File: config.mk
export PLATFORM = sky130hd
export DESIGN_NAME = apb_bank_arbiter
export DESIGN_NICKNAME = d
export VERILOG_FILES = /design/src/rtl/spi_gpio_pkg.sv /design/src/rtl/apb_bank_arbiter_rr_arb2.sv /design/src/rtl/apb_bank_arbiter.sv
export SDC_FILE = /design/constraint.sdc
export NUM_CORES = 1
export LEC_CHECK = 0
export BUFFER_PORTS_ARGS = -buffer_cell sky130_fd_sc_hd__buf_2
export CORE_UTILIZATION = 35
export CTS_BUF_LIST = sky130_fd_sc_hd__clkbuf_4 sky130_fd_sc_hd__clkbuf_8
export DETAILED_ROUTE_END_ITERATION = 8
export PLACE_DENSITY = 0.66
export SYNTH_ARGS = -nofsm -noshare
export SYNTH_HDL_FRONTEND = slang
export SYNTH_SLANG_ARGS = --single-unit
File: constraint.sdc
create_clock -name clk -period 5.9 [get_ports clk]
set_input_delay 1.77 -clock clk [delete_from_list [all_inputs] [get_ports clk]]
set_output_delay 1.77 -clock clk [all_outputs]
set_load 0.1 [all_outputs]
File: src/rtl/spi_gpio_pkg.sv
// Shared state encoding, grant constants and default widths for the GPIO expander bank bus.
package spi_gpio_pkg;

  localparam int BANK_NUM   = 2;
  localparam int DATA_WIDTH = 8;
  localparam int ADDR_WIDTH = 3;

  localparam logic GRANT_M0 = 1'b0;
  localparam logic GRANT_M1 = 1'b1;

  typedef enum logic [1:0] {
    ST_IDLE   = 2'd0,
    ST_SETUP  = 2'd1,
    ST_ACCESS = 2'd2,
    ST_ERR    = 2'd3
  } state_e;

  // On contention the master that did not win last time goes first.
  function automatic logic rr_pick(input logic [1:0] req, input logic last_grant);
    logic pick;
    if (req == 2'b11) begin
      pick = ~last_grant;
    end else if (req[1]) begin
      pick = GRANT_M1;
    end else begin
      pick = GRANT_M0;
    end
    return pick;
  endfunction

endpackage

File: src/rtl/apb_bank_arbiter_rr_arb2.sv
// Two-requester round-robin arbiter; the decision is combinational so a request seen in IDLE is granted that cycle.
module rr_arb2
  import spi_gpio_pkg::*;
(
  input  logic       clk,
  input  logic       resetn,
  input  logic [1:0] req,
  input  logic       last_grant,
  output logic       gnt_idx,
  output logic       gnt_valid
);

  // clk/resetn are kept on the port list so a registered arbiter can drop in later.
  logic unused_clk_rst;
  assign unused_clk_rst = clk ^ resetn;

  assign gnt_valid = |req;
  assign gnt_idx   = rr_pick(req, last_grant);

endmodule

File: src/rtl/apb_bank_arbiter.sv
// Two-master round-robin APB arbiter for the GPIO expander bank bus, with a wait-state timeout.
// IDLE|arbitrate and latch  SETUP|psel, no enable  ACCESS|penable, wait or time out  ERR|multi-hot psel, error reply
module apb_bank_arbiter #(
  parameter int BANK_NUM   = spi_gpio_pkg::BANK_NUM,
  parameter int DATA_WIDTH = spi_gpio_pkg::DATA_WIDTH,
  parameter int ADDR_WIDTH = spi_gpio_pkg::ADDR_WIDTH,
  parameter int TIMEOUT    = 16
) (
  input  logic                  clk,
  input  logic                  resetn,
  input  logic [BANK_NUM-1:0]   m0_psel,
  input  logic                  m0_penable,
  input  logic                  m0_pwrite,
  input  logic [ADDR_WIDTH-1:0] m0_paddr,
  input  logic [DATA_WIDTH-1:0] m0_pwdata,
  output logic                  m0_pready,
  output logic [DATA_WIDTH-1:0] m0_prdata,
  output logic                  m0_pslverr,
  input  logic [BANK_NUM-1:0]   m1_psel,
  input  logic                  m1_penable,
  input  logic                  m1_pwrite,
  input  logic [ADDR_WIDTH-1:0] m1_paddr,
  input  logic [DATA_WIDTH-1:0] m1_pwdata,
  output logic                  m1_pready,
  output logic [DATA_WIDTH-1:0] m1_prdata,
  output logic                  m1_pslverr,
  output logic [BANK_NUM-1:0]   b_psel,
  output logic                  b_penable,
  output logic                  b_pwrite,
  output logic [ADDR_WIDTH-1:0] b_paddr,
  output logic [DATA_WIDTH-1:0] b_pwdata,
  input  logic [DATA_WIDTH-1:0] b_prdata,
  input  logic                  b_pready,
  output logic                  grant,
  output logic                  busy
);
  import spi_gpio_pkg::*;

  localparam int CNT_W = $clog2(TIMEOUT);
  localparam logic [CNT_W-1:0] CNT_LAST = CNT_W'(TIMEOUT - 1);

  state_e                state_q;
  logic [CNT_W-1:0]      cnt_q;
  logic                  last_grant_q;
  logic                  grant_q;
  logic                  busy_q;
  logic [BANK_NUM-1:0]   b_psel_q;
  logic                  b_penable_q;
  logic                  b_pwrite_q;
  logic [ADDR_WIDTH-1:0] b_paddr_q;
  logic [DATA_WIDTH-1:0] b_pwdata_q;

  logic [1:0]            req;
  logic                  gnt_idx;
  logic                  gnt_valid;
  logic [BANK_NUM-1:0]   sel_psel;
  logic                  sel_pwrite;
  logic [ADDR_WIDTH-1:0] sel_paddr;
  logic [DATA_WIDTH-1:0] sel_pwdata;
  logic                  timeout_hit;
  logic                  done;
  logic                  err;
  logic [DATA_WIDTH-1:0] rdata;

  // penable from the masters carries no information the arbiter needs.
  logic unused_penable;
  assign unused_penable = m0_penable ^ m1_penable;

  assign req = {|m1_psel, |m0_psel};

  rr_arb2 u_rr_arb2 (
    .clk        (clk),
    .resetn     (resetn),
    .req        (req),
    .last_grant (last_grant_q),
    .gnt_idx    (gnt_idx),
    .gnt_valid  (gnt_valid)
  );

  assign sel_psel    = (gnt_idx == GRANT_M1) ? m1_psel   : m0_psel;
  assign sel_pwrite  = (gnt_idx == GRANT_M1) ? m1_pwrite : m0_pwrite;
  assign sel_paddr   = (gnt_idx == GRANT_M1) ? m1_paddr  : m0_paddr;
  assign sel_pwdata  = (gnt_idx == GRANT_M1) ? m1_pwdata : m0_pwdata;
  assign timeout_hit = (cnt_q == CNT_LAST);

  always_ff @(posedge clk or negedge resetn) begin
    if (!resetn) begin
      state_q      <= ST_IDLE;
      cnt_q        <= '0;
      last_grant_q <= GRANT_M1;
      grant_q      <= GRANT_M0;
      busy_q       <= 1'b0;
      b_psel_q     <= '0;
      b_penable_q  <= 1'b0;
      b_pwrite_q   <= 1'b0;
      b_paddr_q    <= '0;
      b_pwdata_q   <= '0;
    end else begin
      case (state_q)
        ST_IDLE: begin
          if (gnt_valid) begin
            grant_q      <= gnt_idx;
            last_grant_q <= gnt_idx;
            busy_q       <= 1'b1;
            if ($onehot(sel_psel)) begin
              state_q    <= ST_SETUP;
              b_psel_q   <= sel_psel;
              b_pwrite_q <= sel_pwrite;
              b_paddr_q  <= sel_paddr;
              b_pwdata_q <= sel_pwdata;
            end else begin
              state_q <= ST_ERR;
            end
          end
        end
        ST_SETUP: begin
          state_q     <= ST_ACCESS;
          b_penable_q <= 1'b1;
          cnt_q       <= '0;
        end
        ST_ACCESS: begin
          if (b_pready || timeout_hit) begin
            state_q     <= ST_IDLE;
            b_psel_q    <= '0;
            b_penable_q <= 1'b0;
            busy_q      <= 1'b0;
            cnt_q       <= '0;
          end else if (cnt_q != '1) begin
            cnt_q <= cnt_q + CNT_W'(1);
          end
        end
        ST_ERR: begin
          state_q <= ST_IDLE;
          busy_q  <= 1'b0;
        end
        default: state_q <= ST_IDLE;
      endcase
    end
  end

  // Slave ready wins over the timeout when both land in the same cycle.
  always_comb begin
    done  = 1'b0;
    err   = 1'b0;
    rdata = '0;
    case (state_q)
      ST_ACCESS: begin
        if (b_pready) begin
          done  = 1'b1;
          rdata = b_pwrite_q ? '0 : b_prdata;
        end else if (timeout_hit) begin
          done = 1'b1;
          err  = 1'b1;
        end
      end
      ST_ERR: begin
        done = 1'b1;
        err  = 1'b1;
      end
      default: ;
    endcase
  end

  assign m0_pready  = done && (grant_q == GRANT_M0);
  assign m0_pslverr = err  && (grant_q == GRANT_M0);
  assign m0_prdata  = (grant_q == GRANT_M0) ? rdata : '0;
  assign m1_pready  = done && (grant_q == GRANT_M1);
  assign m1_pslverr = err  && (grant_q == GRANT_M1);
  assign m1_prdata  = (grant_q == GRANT_M1) ? rdata : '0;

  assign b_psel    = b_psel_q;
  assign b_penable = b_penable_q;
  assign b_pwrite  = b_pwrite_q;
  assign b_paddr   = b_paddr_q;
  assign b_pwdata  = b_pwdata_q;
  assign grant     = grant_q;
  assign busy      = busy_q;

endmodule

==> results_dict.tcl <==
set metrics [dict create \
    hold_viol 0 \
    syn_to_final_growth_pct 31.68 \
    clock_sinks 24 \
    r2r-start "last_grant_q" \
    die-area_mm2 0.004438 \
    core_mm2 0.004000 \
    startpoint_type "primary input" \
    cts-hold-fix-buffers 0 \
    met2_length_um 1618 \
    row_count 23 \
    grt_start_max_net_pins 25 \
    synthArstFlopShare 1.000 \
    drive_above_1_share 0.5240 \
    top_layer "met4" \
    clkTransAtPathRegs_ns 0.08 \
    gr-usage-all-layers 0.1499 \
    drt_iter0_markers 27 \
    synthFlopType "dfrtp_1" \
    antenna_found_initial 0 \
    routed-via-count 1278 \
    gp_congestion 0.7315 \
    hold_depth 1 \
    wl_met1_um 1451 \
    ys_types 38 \
    drcViolationCount 0 \
    crit_arrival_ns 3.29 \
    initial_core_util 0.3653 \
    ys_ff_latch 24 \
    synth_cells 133 \
    cts_buffers 3 \
    path_class "in2out" \
    postCtsSetupRepairBufs 0 \
    hp-start "busy" \
    rsz0062_at_grt "no" \
    final_nets 251 \
    syn_area_per_cell_um2 10.99 \
    grt_pass1_wl_um 5106 \
    die_h_um 66.62 \
    clock_skew_ns 0.0006039 \
    yosysSeqAreaShare 0.4118 \
    ant_nets 0 \
    clk_latency_ns 0.26 \
    cts_tree "done" \
    wl_met3_um 230 \
    synth_common_cells "dfrtp_1, and2_1, mux2_2" \
    r2r_cells 4 \
    netlist_area_mm2 0.001461 \
    grt_pass1_vias 1124 \
    synth_edf_count 0 \
    yosysMostFrequentCell "dfrtp_1" \
    io_pins 78 \
    viasPerCell 4.953 \
    worstHoldPathType "reg2reg" \
    hold_end "busy" \
    synth.top_cell.area_share 0.3938 \
    fmax_mhz 197.6 \
    cts_resized 0 \
    totalWireLength_um 3319 \
    yosys_warnings 0 \
    worst_pin_slew_ns 0.9821 \
    post_drt_wl_per_cell_um 12.86 \
    diodes 0 \
    status "finished clean" \
    clockBufferDepth 2 \
    synth_top_cell_by_area "dfrtp_1" \
    cts_max_level 1 \
    drt-pass1-iter-count 6 \
    reg2reg_slack_ns 3.40 \
    layout_worst_path_cycle_share 0.8578 \
    yosys-top-cells-area "dfrtp_1, mux2_2, mux2_4" \
    setup_viol 0 \
    hold_slack_ns 0.4797 \
    grt_overflow 0 \
    relSlewSlack 0.3453 \
    rr_endpoint "b_pwdata[5]" \
    worstPathMaxFanout 8 \
    hpwl_um 2568 \
    cts-root-buf "clkbuf_8" \
    worstPathRequired_ns 4.13 \
    end_kind "output pin" \
    numPortBuffers 75 \
    syn_nets 175 \
    drv_slew 0 \
    drv_cap 0 \
    period_needed_ns 5.061 \
    dieWidth_um 66.62 \
    fin_setup_tns_ns 0 \
]
-- stage by stage --
step / cell area [um2] / util / std cells / setup slack [ns]
3_3_place_gp: 1869 / 0.4673 / 254 / 0.8583
2_1_floorplan: 1461 / - / 133 / 0.8534
5_1_grt: 1924 / 0.4811 / 258 / 0.6550
6_report: 1924 / 0.4811 / 258 / 0.8389
4_1_cts: 1924 / 0.4811 / 258 / 0.8045
3_5_place_dp: 1869 / 0.4673 / 254 / 0.8117
-- worst max-delay path by stage --
stage              from      endpoint  slack [ns]  depth (start not counted)
3_3_place_gp   b_pready  m0_prdata[0]        0.86                          4
5_1_grt        b_pready  m0_prdata[5]        0.66                          4
2_1_floorplan  b_pready     m0_pready        0.85                          3
3_5_place_dp   b_pready  m0_prdata[0]        0.81                          4
6_report       b_pready  m0_prdata[0]        0.84                          4
4_1_cts        b_pready  m0_prdata[0]        0.80                          4
-- cells by family (layout without fill, tap and decap cells) --
logic type | count (synthesis) | count (layout) | synth area share
muxes | 28 | 28 | 0.2329
xor gates and xnor gates | 1 | 1 | 0.005994
DFF | 24 | 24 | 0.4118
buffers and inverters | 9 | 84 | 0.03853
AOI/OAI and AO/OA | 30 | 30 | 0.1524
and+or+nand+nor | 40 | 40 | 0.1498
adders and majority gates | 1 | 1 | 0.008560
-- worst max-delay path, stage by stage --
cell and delay, ns:
buf_2 0.15, nor4b_1 0.72, and2_1 0.22, buf_2 0.42
-- registers in the layout, indices dropped and copies added (netlist names) --
register,cells
b_paddr,3
b_penable,1
b_psel,2
b_pwdata,8
b_pwrite,1
busy,1
cnt_q,4
grant,1
last_grant_q,1
state_q,2
-- layout by cell type, fill, tap and decap left out, types with 2 or more instances in the layout --
| cell | count |
|---|---|
| clkbuf_8 | 4 |
| dfrtp_1 | 23 |
| o211ai_1 | 2 |
| buf_4 | 2 |
| buf_2 | 75 |
| mux2i_1 | 4 |
| nor2_1 | 10 |
| nor4b_1 | 3 |
| and2_1 | 16 |
| inv_1 | 3 |
| nor3_1 | 2 |
| a22o_1 | 2 |
| nand3_1 | 2 |
| nand2_1 | 4 |
| o21ai_0 | 7 |
| a21oi_1 | 4 |
| a21o_1 | 2 |
| mux2_2 | 16 |
| mux2_4 | 8 |
| a21boi_0 | 2 |
-- area by class of cell --
cell class,count,area (um2)
fill,386,2076
multi-input combinational,100,803.3
inverter,3,11.26
clock buffer,4,55.05
sequential,24,601.8
timing repair buffer,77,390.4
tap,50,62.56
-- layer usage --
layer | GRT usage | vias up
li1 | - | 634
met1 | 0.1953 | 588
met2 | 0.2601 | 54
met3 | 0.02226 | 2
met4 | 0.03191 | 0
met5 | 0 | -
Power is left out: the tool's default activity adds up to more than one toggle a clock period on the data nets, which glitch-free logic cannot reach.
